File: config.mk
export PLATFORM = sky130hd
export DESIGN_NAME = mem_bus_arbiter
export DESIGN_NICKNAME = d
export VERILOG_FILES = /design/src/rtl/mem_bus_arbiter.sv
export SDC_FILE = /design/constraint.sdc
export NUM_CORES = 1
export LEC_CHECK = 0
export BUFFER_PORTS_ARGS = -buffer_cell sky130_fd_sc_hd__buf_2
export CORE_ASPECT_RATIO = 0.8
export CORE_UTILIZATION = 49
export CTS_BUF_LIST = sky130_fd_sc_hd__clkbuf_16
export DETAILED_ROUTE_END_ITERATION = 8
export PLACE_DENSITY = 0.88
export SYNTH_ARGS = -nofsm -noshare
export SYNTH_HDL_FRONTEND = slang
export SYNTH_SLANG_ARGS = --single-unit
File: constraint.sdc
create_clock -name clk -period 4.4 [get_ports clk]
set_clock_uncertainty 0.1 [all_clocks]
set_input_delay 1.1 -clock clk [delete_from_list [all_inputs] [get_ports clk]]
set_output_delay 1.1 -clock clk [all_outputs]
set_load 0.01 [all_outputs]
File: src/rtl/mem_bus_arbiter.sv
// mem_bus_arbiter: shares the RAM port between the CPU bus (priority) and one external requester
module mem_bus_arbiter #(
    parameter int ADDR_WIDTH = 16,
    parameter int DATA_WIDTH = 8,
    parameter int WAIT_LIMIT = 64
) (
    input  logic                  clk,
    input  logic                  reset,
    input  logic [ADDR_WIDTH-1:0] cpu_mem_address,
    input  logic                  cpu_mem_read,
    input  logic                  cpu_mem_write,
    input  logic [DATA_WIDTH-1:0] cpu_mem_data_out,
    output logic [DATA_WIDTH-1:0] cpu_mem_data_in,
    input  logic                  ext_req,
    input  logic                  ext_we,
    input  logic [ADDR_WIDTH-1:0] ext_addr,
    input  logic [DATA_WIDTH-1:0] ext_wdata,
    output logic                  ext_busy,
    output logic                  ext_ack,
    output logic [DATA_WIDTH-1:0] ext_rdata,
    output logic                  ext_timeout,
    output logic                  grant_ext,
    output logic [ADDR_WIDTH-1:0] ram_address,
    output logic                  ram_read,
    output logic                  ram_write,
    output logic [DATA_WIDTH-1:0] ram_wdata,
    input  logic [DATA_WIDTH-1:0] ram_rdata
);
    localparam int CW = $clog2(WAIT_LIMIT + 1);
    typedef enum logic [1:0] {IDLE, PEND, DONE} state_t;
    state_t                state;
    logic                  we_q;
    logic [ADDR_WIDTH-1:0] addr_q;
    logic [DATA_WIDTH-1:0] wdata_q;
    logic [CW-1:0]         wait_cnt;
    logic                  bus_free;
    assign bus_free        = !cpu_mem_read && !cpu_mem_write;
    assign grant_ext       = (state == PEND) && bus_free;
    assign cpu_mem_data_in = ram_rdata;
    // RAM port follows the CPU except in the single cycle the external access is granted
    always_comb begin
        ram_address = grant_ext ? addr_q  : cpu_mem_address;
        ram_read    = grant_ext ? !we_q   : cpu_mem_read;
        ram_write   = grant_ext ? we_q    : cpu_mem_write;
        ram_wdata   = grant_ext ? wdata_q : cpu_mem_data_out;
    end
    // request FSM: latch in IDLE, wait for a free bus in PEND, pulse ack in DONE
    always_ff @(posedge clk or posedge reset) begin
        if (reset) begin
            state       <= IDLE;
            we_q        <= 1'b0;
            addr_q      <= '0;
            wdata_q     <= '0;
            wait_cnt    <= '0;
            ext_busy    <= 1'b0;
            ext_ack     <= 1'b0;
            ext_timeout <= 1'b0;
            ext_rdata   <= '0;
        end else begin
            case (state)
                IDLE: begin
                    ext_ack <= 1'b0;
                    if (ext_req) begin
                        we_q        <= ext_we;
                        addr_q      <= ext_addr;
                        wdata_q     <= ext_wdata;
                        wait_cnt    <= '0;
                        ext_timeout <= 1'b0;
                        ext_busy    <= 1'b1;
                        state       <= PEND;
                    end
                end
                PEND: begin
                    if (bus_free) begin
                        if (!we_q) ext_rdata <= ram_rdata;
                        ext_ack <= 1'b1;
                        state   <= DONE;
                    end else if (wait_cnt != CW'(WAIT_LIMIT)) begin
                        wait_cnt <= wait_cnt + 1'b1;
                        if (wait_cnt == CW'(WAIT_LIMIT - 1)) ext_timeout <= 1'b1;
                    end
                end
                DONE: begin
                    ext_ack  <= 1'b0;
                    ext_busy <= 1'b0;
                    state    <= IDLE;
                end
                default: state <= IDLE;
            endcase
        end
    end
endmodule

---- Yosys cells after proc, flatten, opt, wreduce, memory -nomap -nowiden ----
Index checks and enable logic that the tools add are counted.
cells by class
  add/sub/neg operators ................... 1
  equal/unequal tests ..................... 9
  multiplexer cells ....................... 20
  bitwise gates (word level) .............. 1
  reductions and logical operators ........ 17
operator list
  cell                   number
  $mux W7                3
  $mux W16               1
  $pmux W7 S2            1
  $mux W1                8
  $mux W8                1
  $reduce_and A2 Y1      4
  $add A7 B1 Y7 const B  1
  $eq A7 B6 Y1 const B   1
  $ne A7 B7 Y1 const B   1
  $ne A2 B2 Y1 const B   3
  $pmux W1 S2            3
  $reduce_bool A2 Y1     3
  $reduce_and A5 Y1      1
  $mux W2                2
  $ne A2 B1 Y1 const B   2
  $pmux W2 S2            1
  $reduce_and A4 Y1      1
  $logic_not A1 Y1       3
  $reduce_and A3 Y1      1
  $eq A2 B1 Y1 const B   1
  $eq A2 B2 Y1 const B   1
  $logic_and A1 B1 Y1    2
  $logic_not A2 Y1       1
  $reduce_or A2 Y1       1
  $not A1 Y1             1
word-level totals
  register bits ........................... 45
  input port bits ......................... 62
  output and inout port bits .............. 46
  logic and storage cells ................. 57

---- Longest topological paths before layout ----
Gate-level depths: netlist of run 1.
  depth after elaboration ................. 5
  gate-level depth with buffers ........... 6

---- Worst setup path before layout of run 1 ----
Ideal clock, no wire load.
  path kind ............................... input port to output port
  start point ............................. input port cpu_mem_write
  end point ............................... output port ram_address[10]
  arrival time ............................ 2.184 ns
  required time ........................... 3.200 ns
  slack ................................... 1.016 ns
  stages on the path ...................... 4
  buffers on the path ..................... 2
  cells stage by stage .................... clkbuf_2 -> nor3_4 -> buf_6 -> mux2_1
on the way
  cells in the longest elaborated chain, start to end .. 4
ends and longest elaborated chain
  item                 RTL line  RTL
  start: declaration   11        input logic cpu_mem_write,
  $logic_not A1 Y1     37        assign bus_free = !cpu_mem_read && !cpu_mem_write;
  $logic_and A1 B1 Y1  37
  $logic_and A1 B1 Y1  38        assign grant_ext = (state == PEND) && bus_free;
  $mux W16             42        ram_address = grant_ext ? addr_q : cpu_mem_address;
  end: declaration     23        output logic [ADDR_WIDTH-1:0] ram_address,
Every way passes these cells.

---- Worst setup path after layout of run 1 ----
  start point ............................. input port cpu_mem_read
  end point ............................... output port ram_address[3]
on the way
  cells in the longest elaborated chain, start to end .. 4
ends and longest elaborated chain
  item                 RTL line  RTL
  start: declaration   10        input logic cpu_mem_read,
  $logic_not A1 Y1     37
  $logic_and A1 B1 Y1  37
  $logic_and A1 B1 Y1  38
  $mux W16             42
Every way passes these cells.

==> results of run 1 <==
-- power groups by stage --
stage,Clock [mW],Sequential [mW],Combinational (mW)
3_3_place_gp,0,0.642,0.381
4_1_cts,0.420,0.644,0.400
3_5_place_dp,0,0.646,0.399
5_1_grt,0.434,0.663,0.434
6_report,0.409,0.642,0.393
2_1_floorplan,0,0.646,0.252
-- path summary, 6_finish.rpt --
path	cells past startpoint	from	slack (ns)	end
min	1	ext_ack	0.39	ext_ack
max in group asynchronous	2	reset	2.72	ext_rdata[5]
max	5	cpu_mem_read	0.88	ram_address[3]
min in group asynchronous	2	reset	0.92	wdata_q[2]
max reg2reg	3	state[0]	2.47	addr_q[10]
min reg2reg	1	ext_ack	0.39	ext_ack
-- cell type report --
cell class	count	area (sq um)	area share [%]
clock buffer	5	125	4.30
clock inverter	3	41.3	1.42
inverter	4	15.0	0.516
multi-input combinational	104	981	33.7
sequential	45	1130	38.7
tap	57	71.3	2.45
timing repair buffer	109	551	18.9
-- synth_stat cells (all sizes together) --
cell type	n
mux2	58
dfrtp	45
buf	14
nor2	10
inv	4
nor3	4
xnor2	4
nand2b	3
a21o	2
a21oi	2
ha	2
nand3	2
nand4	2
nor3b	2
nor4b	2
o21ai	2
a22o	1
a31oi	1
and2	1
clkbuf	1
nor4	1
o21bai	1
o311ai	1
o31ai	1
or2	1
or4	1
-- layer usage --
metal  global-route usage, %  part of all wire, %  vias to the layer above
met1                    23.3                   44                      787
li1                        -                    -                      792
met3                    3.97                  6.0                        4
met2                    32.5                   48                       64
met5                       0                    0                        -
met4                    9.43                  1.4                        0
-- kinds of logic (layout without fill, tap and decap cells) --
| group | Yosys count | count (layout) | synth area share (%) |
|---|---|---|---|
| AO/OA/AOI/OAI | 11 | 11 | 3.32 |
| AND/OR/NAND/NOR | 29 | 29 | 8.49 |
| adder cells (fa/ha/maj) | 2 | 2 | 1.12 |
| buffers and inverters | 19 | 121 | 5.51 |
| flip-flops | 45 | 45 | 50.6 |
| multiplexers | 58 | 58 | 29.4 |
| XOR/XNOR | 4 | 4 | 1.57 |
-- flip-flops by register name, indices dropped and copies added (netlist names) --
name / count
ext_timeout: 1
ext_busy: 1
wdata_q: 8
we_q: 1
wait_cnt: 7
ext_rdata: 8
state: 2
addr_q: 16
ext_ack: 1
==> metrics.yaml, run 1 <==
clocking:
  root_buffer: "clkbuf_16"
  cts_tree: "done"
  clockBufferDepth: 2
  cts_resized: 0
  cts.sinks: 45
  post-cts-setup-buffers: 0
  cts_hold_buf: 0
  htree_num_levels: 2
  path_clk_slew_ns: 0.06
  numCtsBuffers: 5
  clk_latency_ns: 0.28
power_and_ir_drop:
  ir_drop_v: 0.000300
  leakage_nw: 1.41
  power.share.sequential_pct: 44.5
  switching_share_pct: 28.0
  p_switching_mw: 0.404
  total_power_mw: 1.44
  p_comb_share_pct: 27.2
  power_density_nw_per_um2: 496
  p_clk_share_pct: 28.3
  intPower_mw: 1.04
sta:
  hold_viol_final: 0
  whs_ns: 0.386
  setup_violations: 0
  slew_headroom_pct: 39.3
  maxSlewViolCount: 0
  fin_crit_sh_pct: 79.9
  setup_ws_ns: 0.884
  worst_pin_slew_ns: 0.910
  fin_tns_setup_ns: 0
  fmax_mhz: 284
  min_period_ns: 3.52
  rsz0062_at_grt: "no"
routing:
  drt-pass1-iter-count: 4
  wl_microns: 4250
  drt.antenna.violating_nets: 0
  via_per_inst: 5.04
  route.detailed.drc: 0
  wire_per_inst_microns: 13.0
  drt_iter0_drc: 68
  vias: 1647
placement:
  dp_cells: 319
  place_ws_ns: 0.874
  hpwl_microns: 3160
  io_buffers: 107
  placedInstanceArea_sq_um: 2740
  gp_congestion: 0.780
floorplanning:
  io_pins: 108
  die_x_microns: 77.3
  die_area_sq_um: 4820
  placementRows: 21
  fp.dieH_microns: 62.3
  start_util_pct: 52.3
  core-area_sq_um: 4260
worst_setup_path:
  cp_max_fo: 27
  critPathSlowestCell: "mux2_2"
  required_ns: 3.20
  crit_path_max_incr_delay_ns: 0.38
  cpLargestDelayFamily: "buffers and inverters"
  cp.arrival_ns: 2.32
  endpoint_kind: "output pin"
  path_class: "in2out"
  crit_buf_inv: 3
  worstPathCellList: "buf_2 > nor3_4 > buf_4 > mux2_2 > buf_2"
  critical_path.most_common_cell: "buf_2"
  start_kind: "primary input"
layout:
  nets: 333
  syn_to_final_growth_pct: 30.8
  layout_common_cells: "107 x buf_2, 45 x dfrtp_1, 41 x mux2_2"
  fillers: 333
  design_area_sq_um: 2910
  layout-drive-gt1-share_pct: 60.4
  mostFrequentLayoutCell: "buf_2"
  fin_cells: 327
  antenna_cells: 0
  fin_util_pct: 68.4
logic_synthesis:
  synth_area_sq_um: 2220
  syn_inst: 168
  ys_seq_elements: 45
  synth.distinct_cells: 31
  synth.area.top_cells: "dfrtp_1 51%, mux2_2 21%, mux2_1 8.6%, buf_4 2.7%, nor2_1 1.7%"
  synth_top_cell_by_area: "dfrtp_1"
  ys_warn_count: 0
  yosysSeqAreaShare_pct: 50.6
  syn_avg_cell_area_sq_um: 13.2
  synth_fp_nets: 232
  synth_top_area_share_pct: 50.6
job:
  cap_violations: 0
hold_path:
  min_path_type: "reg2reg"
global_routing:
  grt_remaining_overflow: 0
  grt_usage_pct: 19.2
  grt_max_degree: 46
  grt_pass1_vias: 1634
  antenna_found_initial: 0
  grt_first_pass_wirelength_microns: 7210
status:
  outcome: "finished, final reports clean"
(Power assumes the default switching activity.)
==> inputs of run 2 (changes only) <==
--- a/config.mk
+++ b/config.mk
@@ -7,10 +7,10 @@
 export LEC_CHECK = 0
 export BUFFER_PORTS_ARGS = -buffer_cell sky130_fd_sc_hd__buf_2
 export CORE_ASPECT_RATIO = 0.8
-export CORE_UTILIZATION = 49
+export CORE_UTILIZATION = 41
 export CTS_BUF_LIST = sky130_fd_sc_hd__clkbuf_16
 export DETAILED_ROUTE_END_ITERATION = 8
-export PLACE_DENSITY = 0.88
+export PLACE_DENSITY = 0.79
 export SYNTH_ARGS = -nofsm -noshare
 export SYNTH_HDL_FRONTEND = slang
 export SYNTH_SLANG_ARGS = --single-unit
==> constraint.sdc (replaced) <==
create_clock -name clk -period 3 [get_ports clk]
set_clock_uncertainty 0.1 [all_clocks]
set_input_delay 0.75 -clock clk [delete_from_list [all_inputs] [get_ports clk]]
set_output_delay 0.75 -clock clk [all_outputs]
set_load 0.01 [all_outputs]
==> run 2 against run 1 <==
Net effect:
- the run now ends with DRC left
- non-clock buffer count up 3
- cell area up 1.6%
- first-iteration DRC count fell by 4.4%
- sequential share of layout area fell by 0.61 points
- global-route usage fell by 2.7 points
- core utilization down 11 points
- clock-buffer cell count did not move
- via count grew 0.43%
- register-to-register slack got worse by 1.3 ns
- total power rose by 49%
- worst setup slack lost 0.68 ns
- routed wire length rose by 8.8%
==> metrics.yaml, run 2 (synthesis gave the netlist of run 1 again) <==
status:
  outcome: "complete, but fails checks"
  failed_checks: "DRC"
clocking:
  cts.sinks: 45
  root_buffer: "clkbuf_16"
  post-cts-setup-buffers: 0
  cts_tree: "done"
  clockBufferDepth: 2
  cts_resized: 0
  cts_hold_buf: 0
  path_clk_slew_ns: 0.07
  htree_num_levels: 2
  numCtsBuffers: 5
  clk_latency_ns: 0.29
job:
  cap_violations: 0
power_and_ir_drop:
  total_power_mw: 2.16
  leakage_nw: 1.43
  ir_drop_v: 0.000377
  power_density_nw_per_um2: 729
worst_setup_path:
  cp_max_fo: 27
  required_ns: 2.15
  cp.arrival_ns: 1.94
  startpoint: "state[1]"
  start_kind: "flop"
  r2r_start: "wait_cnt[0]"
  path_class: "reg2out"
  endpoint_kind: "output pin"
sta:
  hold_viol_final: 0
  maxSlewViolCount: 0
  fin_crit_sh_pct: 93.1
  rsz0062_at_grt: "no"
  worst_pin_slew_ns: 0.538
  fin_tns_setup_ns: 0
  whs_ns: 0.400
  min_period_ns: 2.79
  fmax_mhz: 358
  slew_headroom_pct: 64.1
  setup_violations: 0
layout:
  nets: 336
  design_area_sq_um: 2960
  layout_common_cells: "107 x buf_2, 45 x dfrtp_1, 41 x mux2_2"
  syn_to_final_growth_pct: 32.9
  fillers: 425
  mostFrequentLayoutCell: "buf_2"
  top_register: "addr_q"
  fin_util_pct: 57.7
  largest_reg_flops: 16
  antenna_cells: 0
  layout-drive-gt1-share_pct: 61.2
  largestRegisters: "addr_q: 16 flops, ext_rdata: 8 flops, wdata_q: 8 flops"
routing:
  drt.antenna.violating_nets: 0
  drt-pass1-iter-count: 6
  drt_iter0_drc: 65
  wl_microns: 4620
  via_per_inst: 4.94
  wire_per_inst_microns: 13.8
  route.detailed.drc: 12
  vias: 1654
global_routing:
  antenna_found_initial: 0
  grt_usage_pct: 16.5
  grt_pass1_vias: 1517
  grt_max_degree: 46
  grt_remaining_overflow: 0
  grt_first_pass_wirelength_microns: 7130
placement:
  hpwl_microns: 3440
  gp_congestion: 0.837
  io_buffers: 107
  placedInstanceArea_sq_um: 2790
hold_path:
  min_path_type: "reg2reg"
  min-delay-start: "ext_rdata[6]"
floorplanning:
  io_pins: 108
  die_area_sq_um: 5730
  placementRows: 23
  core-area_sq_um: 5120
  fp.dieH_microns: 67.9
  start_util_pct: 43.4
  die_x_microns: 84.4
==> run 2: path summary, 6_finish.rpt <==
check                                  end  slack, ns  cells past startpoint
hold / removal                ext_rdata[6]       0.40                      1
setup / recovery           ram_address[14]       0.21                      5
hold reg to reg               ext_rdata[6]       0.40                      1
max in group asynchronous     ext_rdata[5]       1.94                      3
setup reg to reg               wait_cnt[0]       1.17                      6
min in group asynchronous        addr_q[0]       0.49                      3
==> run 2: layout make-up <==
type	instances	area (sq um)	share of cell area, %
Sequential cell	45	1130	38.1
Multi-Input combinational cell	104	981	33.2
Timing Repair Buffer	112	586	19.8
Clock buffer	5	125	4.23
Tap cell	62	77.6	2.62
Clock inverter	3	46.3	1.57
Inverter	4	15.0	0.508
==> run 2: layer usage <==
metal  routed length [microns]  global-route usage, %
met1                      2020                   20.1
met2                      2180                   28.1
met3                       361                   6.15
met4                        55                   5.08
met5                         0                      0
==> run 2: report_power, final <==
group	total (mW)	leakage [nW]	switching (mW)	internal [mW]
Sequential	0.948	0.544	0.134	0.814
Combinational	0.586	0.805	0.256	0.330
Clock	0.622	0.0800	0.229	0.394
==> run 2: worst max-delay path, cell delays in order (launching register included) <==
cell and delay (ns):
dfrtp_1 0.41, nand2b_1 0.30, nor3_4 0.22, buf_12 0.22
mux2_1 0.35, buf_2 0.14
==> run 2: per-stage QoR <==
stage,cells,setup slack (ns)
CTS,335,0.211
global route,335,0.101
global placement,327,0.315
finish,335,0.206
detailed placement,327,0.282
floorplan,168,0.316
==> inputs of run 3 (changes only) <==
--- a/config.mk
+++ b/config.mk
@@ -8,7 +8,6 @@
 export BUFFER_PORTS_ARGS = -buffer_cell sky130_fd_sc_hd__buf_2
 export CORE_ASPECT_RATIO = 0.8
 export CORE_UTILIZATION = 41
-export CTS_BUF_LIST = sky130_fd_sc_hd__clkbuf_16
 export DETAILED_ROUTE_END_ITERATION = 8
 export PLACE_DENSITY = 0.79
 export SYNTH_ARGS = -nofsm -noshare
==> run 3 against run 2 <==
Net effect:
- hold slack improved by 0.0051 ns
- critical endpoint unchanged
- the run still ends with DRC left
- routed wire length increased by 0.30%
- sequential power about the same
- critical path type unchanged
- clock power decreased by 26%
- worst setup slack got worse by 0.022 ns
==> metrics.yaml, run 3 (synthesis gave the netlist of run 1 again) <==
global_routing:
  grt_pass1_vias: 1528
  grt_max_degree: 46
  grt_remaining_overflow: 0
  grt_first_pass_wirelength_microns: 7130
  grt_usage_pct: 16.4
  antenna_found_initial: 0
floorplanning:
  placementRows: 23
  io_pins: 108
  fp.dieH_microns: 67.9
  die_x_microns: 84.4
  core-area_sq_um: 5120
  start_util_pct: 43.4
  die_area_sq_um: 5730
routing:
  via_per_inst: 4.98
  drt-pass1-iter-count: 7
  route.detailed.drc: 12
  wire_per_inst_microns: 13.8
  vias: 1667
  drt.antenna.violating_nets: 0
  wl_microns: 4630
  drt_iter0_drc: 51
placement:
  gp_congestion: 0.837
  io_buffers: 107
  hpwl_microns: 3440
  dp_cells: 327
sta:
  rsz0062_at_grt: "no"
  setup_violations: 0
  slew_headroom_pct: 64.1
  fin_tns_setup_ns: 0
  min_period_ns: 2.82
  fmax_mhz: 355
  hold_viol_final: 0
  worst_pin_slew_ns: 0.539
  fin_crit_sh_pct: 93.9
  maxSlewViolCount: 0
  whs_ns: 0.405
worst_setup_path:
  worstPathCellList: "nand2b_1 > nor3_4 > buf_12 > mux2_1 > buf_2"
  start_kind: "flop"
  reg2regPathDepth: 6
  required_ns: 2.15
  path_class: "reg2out"
  cp_max_fo: 27
  cp.arrival_ns: 1.97
  critPathSlowestCell: "dfrtp_1"
  crit_path_max_incr_delay_ns: 0.41
  endpoint_kind: "output pin"
clocking:
  clockBufferDepth: 2
  cts_resized: 0
  htree_num_levels: 2
  path_clk_slew_ns: 0.09
  post-cts-setup-buffers: 0
  root_buffer: "clkbuf_8"
  cts_tree: "done"
  numCtsBuffers: 5
  cts.sinks: 45
  cts_hold_buf: 0
  clk_latency_ns: 0.31
layout:
  fin_cells: 335
  largestRegisters: "addr_q: 16 flops, ext_rdata: 8 flops, wdata_q: 8 flops"
  fillers: 440
  largest_reg_flops: 16
  antenna_cells: 0
  top_register: "addr_q"
  fin_util_pct: 56.6
  syn_to_final_growth_pct: 30.4
  mostFrequentLayoutCell: "buf_2"
  layout_common_cells: "107 x buf_2, 45 x dfrtp_1, 41 x mux2_2"
  layout-drive-gt1-share_pct: 61.2
  nets: 336
status:
  outcome: "complete, but fails checks"
  failed_checks: "DRC"
power_and_ir_drop:
  ir_drop_v: 0.000311
  leakage_nw: 1.40
  power_density_nw_per_um2: 688
hold_path:
  whs_path_depth: 1
  min_path_type: "reg2reg"
job:
  cap_violations: 0
## run 3: cell count changes in the layout (fill, tap and decap cells not counted)
cell / before / now
clkbuf_8: 0 / 5
clkbuf_16: 5 / 0
## run 3: final cells by class
class	instances	area (sq um)	share of cell area [%]
Inverter	4	15.0	0.518
Multi-Input combinational cell	104	981	33.8
Clock buffer	5	68.8	2.37
Sequential cell	45	1130	38.8
Tap cell	62	77.6	2.67
Timing Repair Buffer	112	586	20.2
Clock inverter	3	46.3	1.60
## run 3: per-stage QoR
stage               setup slack [ns]  power, mW  instance area (sq um)
global route                  0.0734       2.13                   2900
finish                         0.184       2.00                   2900
CTS                            0.182       2.02                   2900
global placement               0.315       1.52                   2790
detailed placement             0.282       1.55                   2790
floorplan                      0.316       1.32                   2220
## run 3: power breakdown
group,switching (mW),internal (mW)
Combinational,0.256,0.330
Sequential,0.135,0.813
Clock,0.212,0.249
Total,0.604,1.39
## run 3: worst paths after layout
check | startpoint | end | slack [ns]
min in group asynchronous | reset | addr_q[0] | 0.46
min reg2reg | ext_rdata[6] | ext_rdata[6] | 0.41
max in group asynchronous | reset | ext_rdata[5] | 1.96
min | ext_rdata[6] | ext_rdata[6] | 0.41
max | state[1] | ram_address[14] | 0.18
max reg2reg | wait_cnt[0] | wait_cnt[0] | 1.16
## run 3: routing by layer
layer  wire [microns]  track usage (%)
met2             2200             27.9
met5                0                0
met3              340             4.70
met4               80             6.99
met1             2010             20.2
## run 3: critical path, delay by kind of cell, from the launching register on
kind / cells / cell delay [ns]
simple gates: 2 / 0.52
flops: 1 / 0.41
buf+inv: 2 / 0.36
mux: 1 / 0.35
